--- src/rtl/mux8way_pkg.sv ---
// Shared definitions for the 8-way merge arbiter.
//   N_CH    : number of source channels
//   SEL_W   : width of a channel index
//   rr_pick : round-robin pick; returns {found, idx}. The search starts at
//             channel 'ptr' and proceeds upward with wrap. idx is the first
//             channel in that order whose valid bit is set.
package mux8way_pkg;

    localparam int N_CH  = 8;
    localparam int SEL_W = 3;

    function automatic logic [SEL_W:0] rr_pick(input logic [N_CH-1:0]  valid,
                                               input logic [SEL_W-1:0] ptr);
        logic [SEL_W:0]   res;
        logic [SEL_W-1:0] k;
        res = '0;
        // Walk from the farthest offset back to the nearest. The last hit is
        // kept, so it is the channel closest to ptr. k wraps naturally mod 8.
        for (int i = N_CH - 1; i >= 0; i--) begin
            k = ptr + SEL_W'(i);
            if (valid[k]) begin
                res = {1'b1, k};
            end
        end
        return res;
    endfunction

endpackage

--- src/rtl/mux8way_rr_pick.sv ---
// Combinational grant selection: rotate by base, priority-encode, unrotate.
// Ports:
//   valid [N_CH-1:0]  in  : per-channel request flags
//   base  [SEL_W-1:0] in  : highest-priority channel for this cycle
//   found             out : at least one request present
//   idx   [SEL_W-1:0] out : granted channel (0 when nothing found)
module mux8way_rr_pick
    import mux8way_pkg::*;
(
    input  logic [N_CH-1:0]  valid,
    input  logic [SEL_W-1:0] base,
    output logic             found,
    output logic [SEL_W-1:0] idx
);

    logic [SEL_W:0] pick;

    assign pick  = rr_pick(valid, base);
    assign found = pick[SEL_W];
    assign idx   = pick[SEL_W-1:0];

endmodule

--- src/rtl/mux8way_arbiter.sv ---
// 8-to-1 valid/ready merge. Words from eight source channels are forwarded
// one per cycle through a single output register. Each word is tagged with
// its source index.
// Build option: MUX8WAY_FIXED_PRIO_EN
//   - When defined, there is no round-robin pointer, and channel 0 always
//     has the highest priority.
//   - When undefined, grants rotate round-robin, starting just past the
//     last granted channel.
// Ports:
//   clk        in  : rising-edge clock
//   reset      in  : asynchronous active-high reset
//   in_valid   in  : [7:0] per-channel word present
//   in_data    in  : [8*W-1:0] channel k word at in_data[k*W +: W]
//   in_ready   out : [7:0] one-hot (or zero) accept strobe
//   out_valid  out : output register holds a word
//   out_data   out : [W-1:0] forwarded word
//   out_sel    out : [2:0] source channel of out_data
//   out_ready  in  : downstream accepts the word this cycle
module mux8way_arbiter
    import mux8way_pkg::*;
#(
    parameter int W = 16
) (
    input  logic                clk,
    input  logic                reset,
    input  logic [N_CH-1:0]     in_valid,
    input  logic [N_CH*W-1:0]   in_data,
    output logic [N_CH-1:0]     in_ready,
    output logic                out_valid,
    output logic [W-1:0]        out_data,
    output logic [SEL_W-1:0]    out_sel,
    input  logic                out_ready
);

    logic             load_ok;
    logic             found;
    logic [SEL_W-1:0] grant;
    logic [SEL_W-1:0] base;
    logic [W-1:0]     words [N_CH];

    for (genvar k = 0; k < N_CH; k++) begin : g_words
        assign words[k] = in_data[k*W +: W];
    end

`ifdef MUX8WAY_FIXED_PRIO_EN
    assign base = '0;
`else
    logic [SEL_W-1:0] ptr;

    // The pointer moves just past the granted channel. The 3-bit add wraps 7 to 0.
    always_ff @(posedge clk or posedge reset) begin
        if (reset) begin
            ptr <= '0;
        end else if (load_ok && found) begin
            ptr <= grant + SEL_W'(1);
        end
    end

    assign base = ptr;
`endif

    mux8way_rr_pick u_pick (
        .valid (in_valid),
        .base  (base),
        .found (found),
        .idx   (grant)
    );

    // The output register may take a new word when it is empty or being drained.
    assign load_ok = !out_valid || out_ready;

    always_comb begin
        in_ready = '0;
        if (found && load_ok && !reset) begin
            in_ready = N_CH'(1) << grant;
        end
    end

    // On a consume-plus-grant cycle the old word is replaced in place, so no bubble is inserted.
    always_ff @(posedge clk or posedge reset) begin
        if (reset) begin
            out_valid <= 1'b0;
            out_data  <= '0;
            out_sel   <= '0;
        end else if (load_ok) begin
            if (found) begin
                out_valid <= 1'b1;
                out_data  <= words[grant];
                out_sel   <= grant;
            end else begin
                out_valid <= 1'b0;
            end
        end
    end

endmodule
--- config.mk ---
export PLATFORM = sky130hd
export DESIGN_NAME = mux8way_arbiter
export DESIGN_NICKNAME = d
export VERILOG_FILES = /design/src/rtl/mux8way_pkg.sv /design/src/rtl/mux8way_rr_pick.sv /design/src/rtl/mux8way_arbiter.sv
export SDC_FILE = /design/constraint.sdc
export NUM_CORES = 1
export LEC_CHECK = 0
export ABC_AREA = 1
export CAP_MARGIN = 20
export CORE_MARGIN = 8
export CORE_UTILIZATION = 29
export DETAILED_ROUTE_END_ITERATION = 16
export GPL_TIMING_DRIVEN = 0
export SETUP_SLACK_MARGIN = 0.15
export SLEW_MARGIN = 20
export SYNTH_ARGS = -nofsm -noshare
export SYNTH_HDL_FRONTEND = slang
export SYNTH_SLANG_ARGS = --single-unit
--- constraint.sdc ---
create_clock -name clk -period 2.9 [get_ports clk]
set_clock_uncertainty 0.1 [all_clocks]
set_input_delay 0.58 -clock clk [delete_from_list [all_inputs] [get_ports clk]]
set_output_delay 0.58 -clock clk [all_outputs]
set_load 0.03 [all_outputs]
==> flow_summary.yaml, run 1 <==
worst_hold_path:
  hold_class: "register to register"
timing:
  period_minus_slack_ns: 3.414
  max_slew.worst_pin.slew_ns: 0.5964
  setup_viol: 8
  drv_slew: 0
  setup-tns-final_ns: -3.534
  finalCritPeriodShare_pct: 117.7
  grt_setup_unrepaired: "true"
  hold_slack_ns: 0.3812
  slew-limit-headroom_pct: 60.12
  setup_ws_ns: -0.5135
  fmax_mhz: 293.0
  hold_viol: 0
synth:
  ys_seq_area_share_pct: 16.21
  synth-seq-cells: 23
  synth.distinct_cells: 27
  synth_ff_type: "dfrtp_1"
  synthCells: 582
  synth_area_um2: 3550
  syn_avg_cell_area_um2: 6.099
  synth_nets: 724
  synthTopCellsByArea: "nand2_1, nand3_2, dfrtp_1"
  synth_most_common_cell: "nand2_1"
  yosys_warnings: 0
  ys_async_sr_fraction_pct: 100.0
  synth_common_cells: "nand2_1, nand3_2, nand3_1"
  synth_edf_count: 0
  synth.top_cell.area_share_pct: 34.26
  synth_largest_area_cell: "nand2_1"
critical_path:
  worstSetupStartpointType: "register"
  cp.arrival_ns: 2.73
  critPathMaxFanout: 6
  cp-end-kind: "output port"
  cp.required_ns: 2.22
  worstSetupPathType: "register to output port"
die:
  initial_utilization_pct: 29.68
  die_y_um: 126.6
  dieArea_um2: 16040
  core-area_um2: 11960
  rows: 40
  dieWidth_um: 126.6
  ios: 167
cts:
  clkLatencyLatePin_ns: 0.26
  root_buffer: "clkbuf_16"
  path_clk_slew_ns: 0.06
  cts_max_path_buffers: 2
  cts_buffers: 3
  clock_sinks: 23
  cts_hold_buf: 0
  cts_tree: "yes"
  htreeDepth: 1
place:
  gp_congestion: 0.8438
  dp_hpwl_mm: 12.14
  io_buffers: 166
layout:
  drive_above_1_share_pct: 29.17
  multi_input_area_um2: 2808
  diodes: 0
  finish.net_count: 928
  syn2layout_area_growth_pct: 73.32
  fillCellCount: 1187
  ff_latch_area_um2: 575.6
detailed_routing:
  drt-total-wl_mm: 14.99
  routedWlPerCell_um: 16.09
  num_vias: 4446
  firstDrtPassIters: 4
  viasPerCell: 4.770
  postRouteAntennaNets: 0
  drt_iter0_markers: 237
  drc: 0
run:
  cap_violations: 0
global_route:
  globalRouteTotalUtil_pct: 18.32
  grt_max_degree: 13
  overflow: 0
  grt_pass1_vias: 4757
  antenna_found_initial: 0
  grt_pass1_wl_mm: 23.87
status:
  violations: "negative setup slack"
  status: "finished, violations left"
## metal layers
metal	wire [µm]	vias to the layer above	track usage (%)
met1	6263	2055	22.20
met3	1112	11	4.860
met2	7468	131	32.36
met4	148	0	2.406
met5	0	-	0
li1	-	2249	-
## path summary, 6_finish.rpt
check                                             from                       end  slack (ns)  cells after the start
max in group asynchronous                        reset   out_data[2]$_DFFE_PP0P_        1.35                      2
min in group asynchronous                        reset     out_valid$_DFFE_PP0P_        0.95                      2
worst max register to register     base[1]$_DFFE_PP0P_  out_data[11]$_DFFE_PP0P_        0.03                     24
worst max-delay path               base[1]$_DFFE_PP0P_               in_ready[7]       -0.51                     22
worst min register to register  out_sel[0]$_DFFE_PP0P_    out_sel[0]$_DFFE_PP0P_        0.38                      2
worst min-delay path            out_sel[0]$_DFFE_PP0P_    out_sel[0]$_DFFE_PP0P_        0.38                      2
## critical path, cell delays in order, from the launching register on
cell	delay [ns]
dfrtp_1	0.36
buf_6	0.14
inv_8	0.04
ha_4	0.26
buf_8	0.13
inv_8	0.05
nand3_2	0.08
nand3_2	0.08
nand2_2	0.09
inv_2	0.04
nor2_1	0.09
nand2_1	0.07
nand3_2	0.06
nand2_1	0.05
nand2_1	0.07
nand2_2	0.06
nand2_2	0.08
nand2_4	0.06
buf_8	0.13
nor2_4	0.09
ha_4	0.13
nor3b_4	0.17
buf_6	0.16
## cells by family (layout without fill, tap and decap cells)
group           Yosys count  in the layout  synth area share [%]
fa+ha+maj                 3              3                 1.058
compound gates           14             14                 2.679
flops                    23             23                 16.21
simple gates            482            482                 67.75
buf+inv                  60            263                 12.30
## sequential cells by signal (all words and copies together), names as in the netlist
signal and flops:
out_data 16, base 3, out_sel 3, out_valid 1
## metrics by stage
stage | utilization [%] | area (µm²) | setup WS, ns | cells
after floorplan | - | 3691 | -0.2008 | 582
after global placement | 46.29 | 5537 | -1.252 | 895
after CTS | 50.23 | 6008 | -0.5352 | 926
after global routing | 51.43 | 6152 | -0.6728 | 932
final | 51.43 | 6152 | -0.5135 | 932
after detailed placement | 46.29 | 5537 | -1.286 | 895
## layout make-up
cell class | instances | area share, %
timing repair buffer | 198 | 31.60
sequential | 23 | 9.355
multi-input combinational | 499 | 45.64
inverter | 26 | 2.095
timing repair inverter | 1 | 0.08135
clock buffer | 4 | 1.281
tap | 147 | 2.990
buffer | 34 | 6.955
## placed cells by master (no fill, tap or decap), types with 3 or more instances in the layout
master / netlist / layout
clkbuf_16: 0 / 3
buf_2: 10 / 3
nor2_4: 1 / 4
clkdlybuf4s50_1: 0 / 158
nand2_4: 3 / 7
nand3_2: 71 / 81
nand2_2: 18 / 25
buf_12: 4 / 8
inv_1: 16 / 10
nand2_1: 324 / 313
buf_8: 3 / 6
nand3_4: 0 / 5
inv_2: 8 / 7
buf_6: 10 / 20
nand3_1: 45 / 30
nor3_4: 0 / 3
buf_4: 6 / 34
o21ai_0: 4 / 4
nor2_1: 12 / 7
dfrtp_1: 23 / 23
a21oi_1: 6 / 4
inv_4: 1 / 5
## repair_timing
item | 4_1_cts | 5_1_grt
resized for setup | 99 | 25
buffers inserted | 25 | 6
cloned | 2 | 0
pin swaps | 14 | 12
setup endpoints to repair | 26 | 26
Power of run 1 is left out: the tool's default activity adds up to more than one toggle a clock period on the data nets, which glitch-free logic cannot reach.
==> run 2, diff against run 1 <==
--- a/config.mk
+++ b/config.mk
@@ -12,7 +12,6 @@
 export DETAILED_ROUTE_END_ITERATION = 16
 export GPL_TIMING_DRIVEN = 0
 export SETUP_SLACK_MARGIN = 0.15
-export SLEW_MARGIN = 20
 export SYNTH_ARGS = -nofsm -noshare
 export SYNTH_HDL_FRONTEND = slang
 export SYNTH_SLANG_ARGS = --single-unit
==> results of run 2 <==
Final layout, timing and power as in run 1 (identical DEF).
Power of run 2 is left out for the same reason.
==> run 3, diff against run 2 <==
--- a/config.mk
+++ b/config.mk
@@ -6,7 +6,7 @@
 export NUM_CORES = 1
 export LEC_CHECK = 0
 export ABC_AREA = 1
-export CAP_MARGIN = 20
+export CORE_ASPECT_RATIO = 0.5
 export CORE_MARGIN = 8
 export CORE_UTILIZATION = 29
 export DETAILED_ROUTE_END_ITERATION = 16
==> flow_summary.yaml, run 3 (synthesis gave the netlist of run 1 again) <==
cts:
  path_clk_slew_ns: 0.06
  clkLatencyLatePin_ns: 0.26
  clock_sinks: 23
  cts_tree: "yes"
  cts_buffers: 3
  htreeDepth: 1
  root_buffer: "clkbuf_16"
  cts_max_path_buffers: 2
  cts_hold_buf: 0
detailed_routing:
  firstDrtPassIters: 4
  drc: 0
  routedWlPerCell_um: 15.68
  drt_iter0_markers: 225
  postRouteAntennaNets: 0
  drt-total-wl_mm: 14.79
  viasPerCell: 4.580
  num_vias: 4319
die:
  ios: 167
  core-area_um2: 11880
  rows: 28
  initial_utilization_pct: 29.89
  dieWidth_um: 172.5
  die_y_um: 94.23
  dieArea_um2: 16250
status:
  status: "finished, violations left"
  violations: "negative setup slack"
layout:
  finish.net_count: 921
  largest_register_ffs: 16
  drive_above_1_share_pct: 29.05
  fin_area_um2: 6082
  layout_common_cells: "nand2_1, clkdlybuf4s50_1, nand3_2"
  diodes: 0
  regMostFlops: "out_data"
  layout_commonest_cell: "nand2_1"
  syn2layout_area_growth_pct: 71.34
  fillCellCount: 1203
  post-route-util_pct: 51.21
critical_path:
  cp.required_ns: 2.22
  r2r_slack_ns: 0.15
  r2r_end: "out_data[2]$_DFFE_PP0P_"
  cp-end-kind: "output port"
  worstSetupStartpointType: "register"
  critPathMaxFanout: 7
  worstRegToRegCells: 24
  rr_startpoint: "base[1]$_DFFE_PP0P_"
  cp.arrival_ns: 2.72
  worstSetupPathType: "register to output port"
global_route:
  grt_pass1_wl_mm: 23.32
  globalRouteTotalUtil_pct: 17.85
  antenna_found_initial: 0
  grt_pass1_vias: 4412
  grt_max_degree: 15
  overflow: 0
timing:
  setup_viol: 8
  slew-limit-headroom_pct: 54.13
  setup_ws_ns: -0.5022
  finalCritPeriodShare_pct: 117.3
  max_slew.worst_pin.slew_ns: 0.6843
  fmax_mhz: 293.9
  grt_setup_unrepaired: "true"
  drv_slew: 0
  period_minus_slack_ns: 3.402
  hold_viol: 0
worst_hold_path:
  whs_endpoint: "out_sel[1]$_DFFE_PP0P_"
  hp-start: "out_sel[1]$_DFFE_PP0P_"
  hold_class: "register to register"
  holdPathStages: 2
place:
  placed_area_um2: 5559
  io_buffers: 166
  dp_hpwl_mm: 11.75
  gp_congestion: 0.8840
run:
  cap_violations: 0
run 3: final cells by class:
class / count / area, µm² / share of cell area (%)
plain buffers: 34 / 397.9 / 6.542
clock buffers: 3 / 75.07 / 1.234
clock inverters: 1 / 7.507 / 0.1234
inverters: 26 / 123.9 / 2.037
multi-input cells: 499 / 2799 / 46.02
flip-flops and latches: 23 / 575.6 / 9.463
well taps: 165 / 206.4 / 3.394
repair buffers: 191 / 1892 / 31.10
repair inverters: 1 / 5.005 / 0.08229
run 3: timing repair:
action                                 in CTS  in global routing
setup endpoints to repair                  21                 26
setup buffers                              23                  2
gates cloned                                1                  0
pin swaps                                   8                  5
resized for setup                          77                 48
endpoints found under the hold margin       0                  0
run 3: metrics by stage:
step / worst slack (ns) / hold slack (ns) / instances / setup TNS [ns]
floorplan: -0.2008 / 0.4904 / 582 / -0.8593
global placement: -1.339 / 0.3787 / 913 / -10.56
detailed placement: -1.347 / 0.3781 / 913 / -10.65
CTS: -0.5363 / 0.3921 / 941 / -3.833
global route: -0.7049 / 0.4097 / 943 / -4.923
finish: -0.5022 / 0.3916 / 943 / -3.638
run 3: worst max-delay path by stage:
stage | startpoint | end | slack (ns) | cells after the start
after floorplan | base[1]$_DFFE_PP0P_ | in_ready[7] | -0.20 | 20
after global placement | reset | in_ready[3] | -1.34 | 5
after detailed placement | reset | in_ready[3] | -1.35 | 5
after CTS | base[1]$_DFFE_PP0P_ | in_ready[7] | -0.54 | 21
after global routing | base[1]$_DFFE_PP0P_ | in_ready[7] | -0.70 | 22
final | base[1]$_DFFE_PP0P_ | in_ready[7] | -0.50 | 21
run 3: per-layer routing:
metal  global-route usage, %  routed length [µm]
met3                   3.816                 847
met4                   3.421                 210
met2                   31.28                7373
met5                       0                   0
met1                   22.30                6354
run 3: critical path: stages, from the launching register on:
cell,delay (ns)
dfrtp_1,0.39
buf_6,0.14
inv_8,0.05
ha_4,0.19
buf_8,0.14
inv_8,0.08
nand3_4,0.08
nand3_2,0.09
nand2_2,0.08
inv_2,0.07
nand3_1,0.07
nand3_2,0.08
nand2_2,0.05
nand2_2,0.07
nand2_4,0.07
nand2_4,0.06
nand2_4,0.05
buf_8,0.13
nor2_4,0.09
ha_4,0.12
nor3b_4,0.19
buf_6,0.17
Power of run 3 is left out for the same reason.
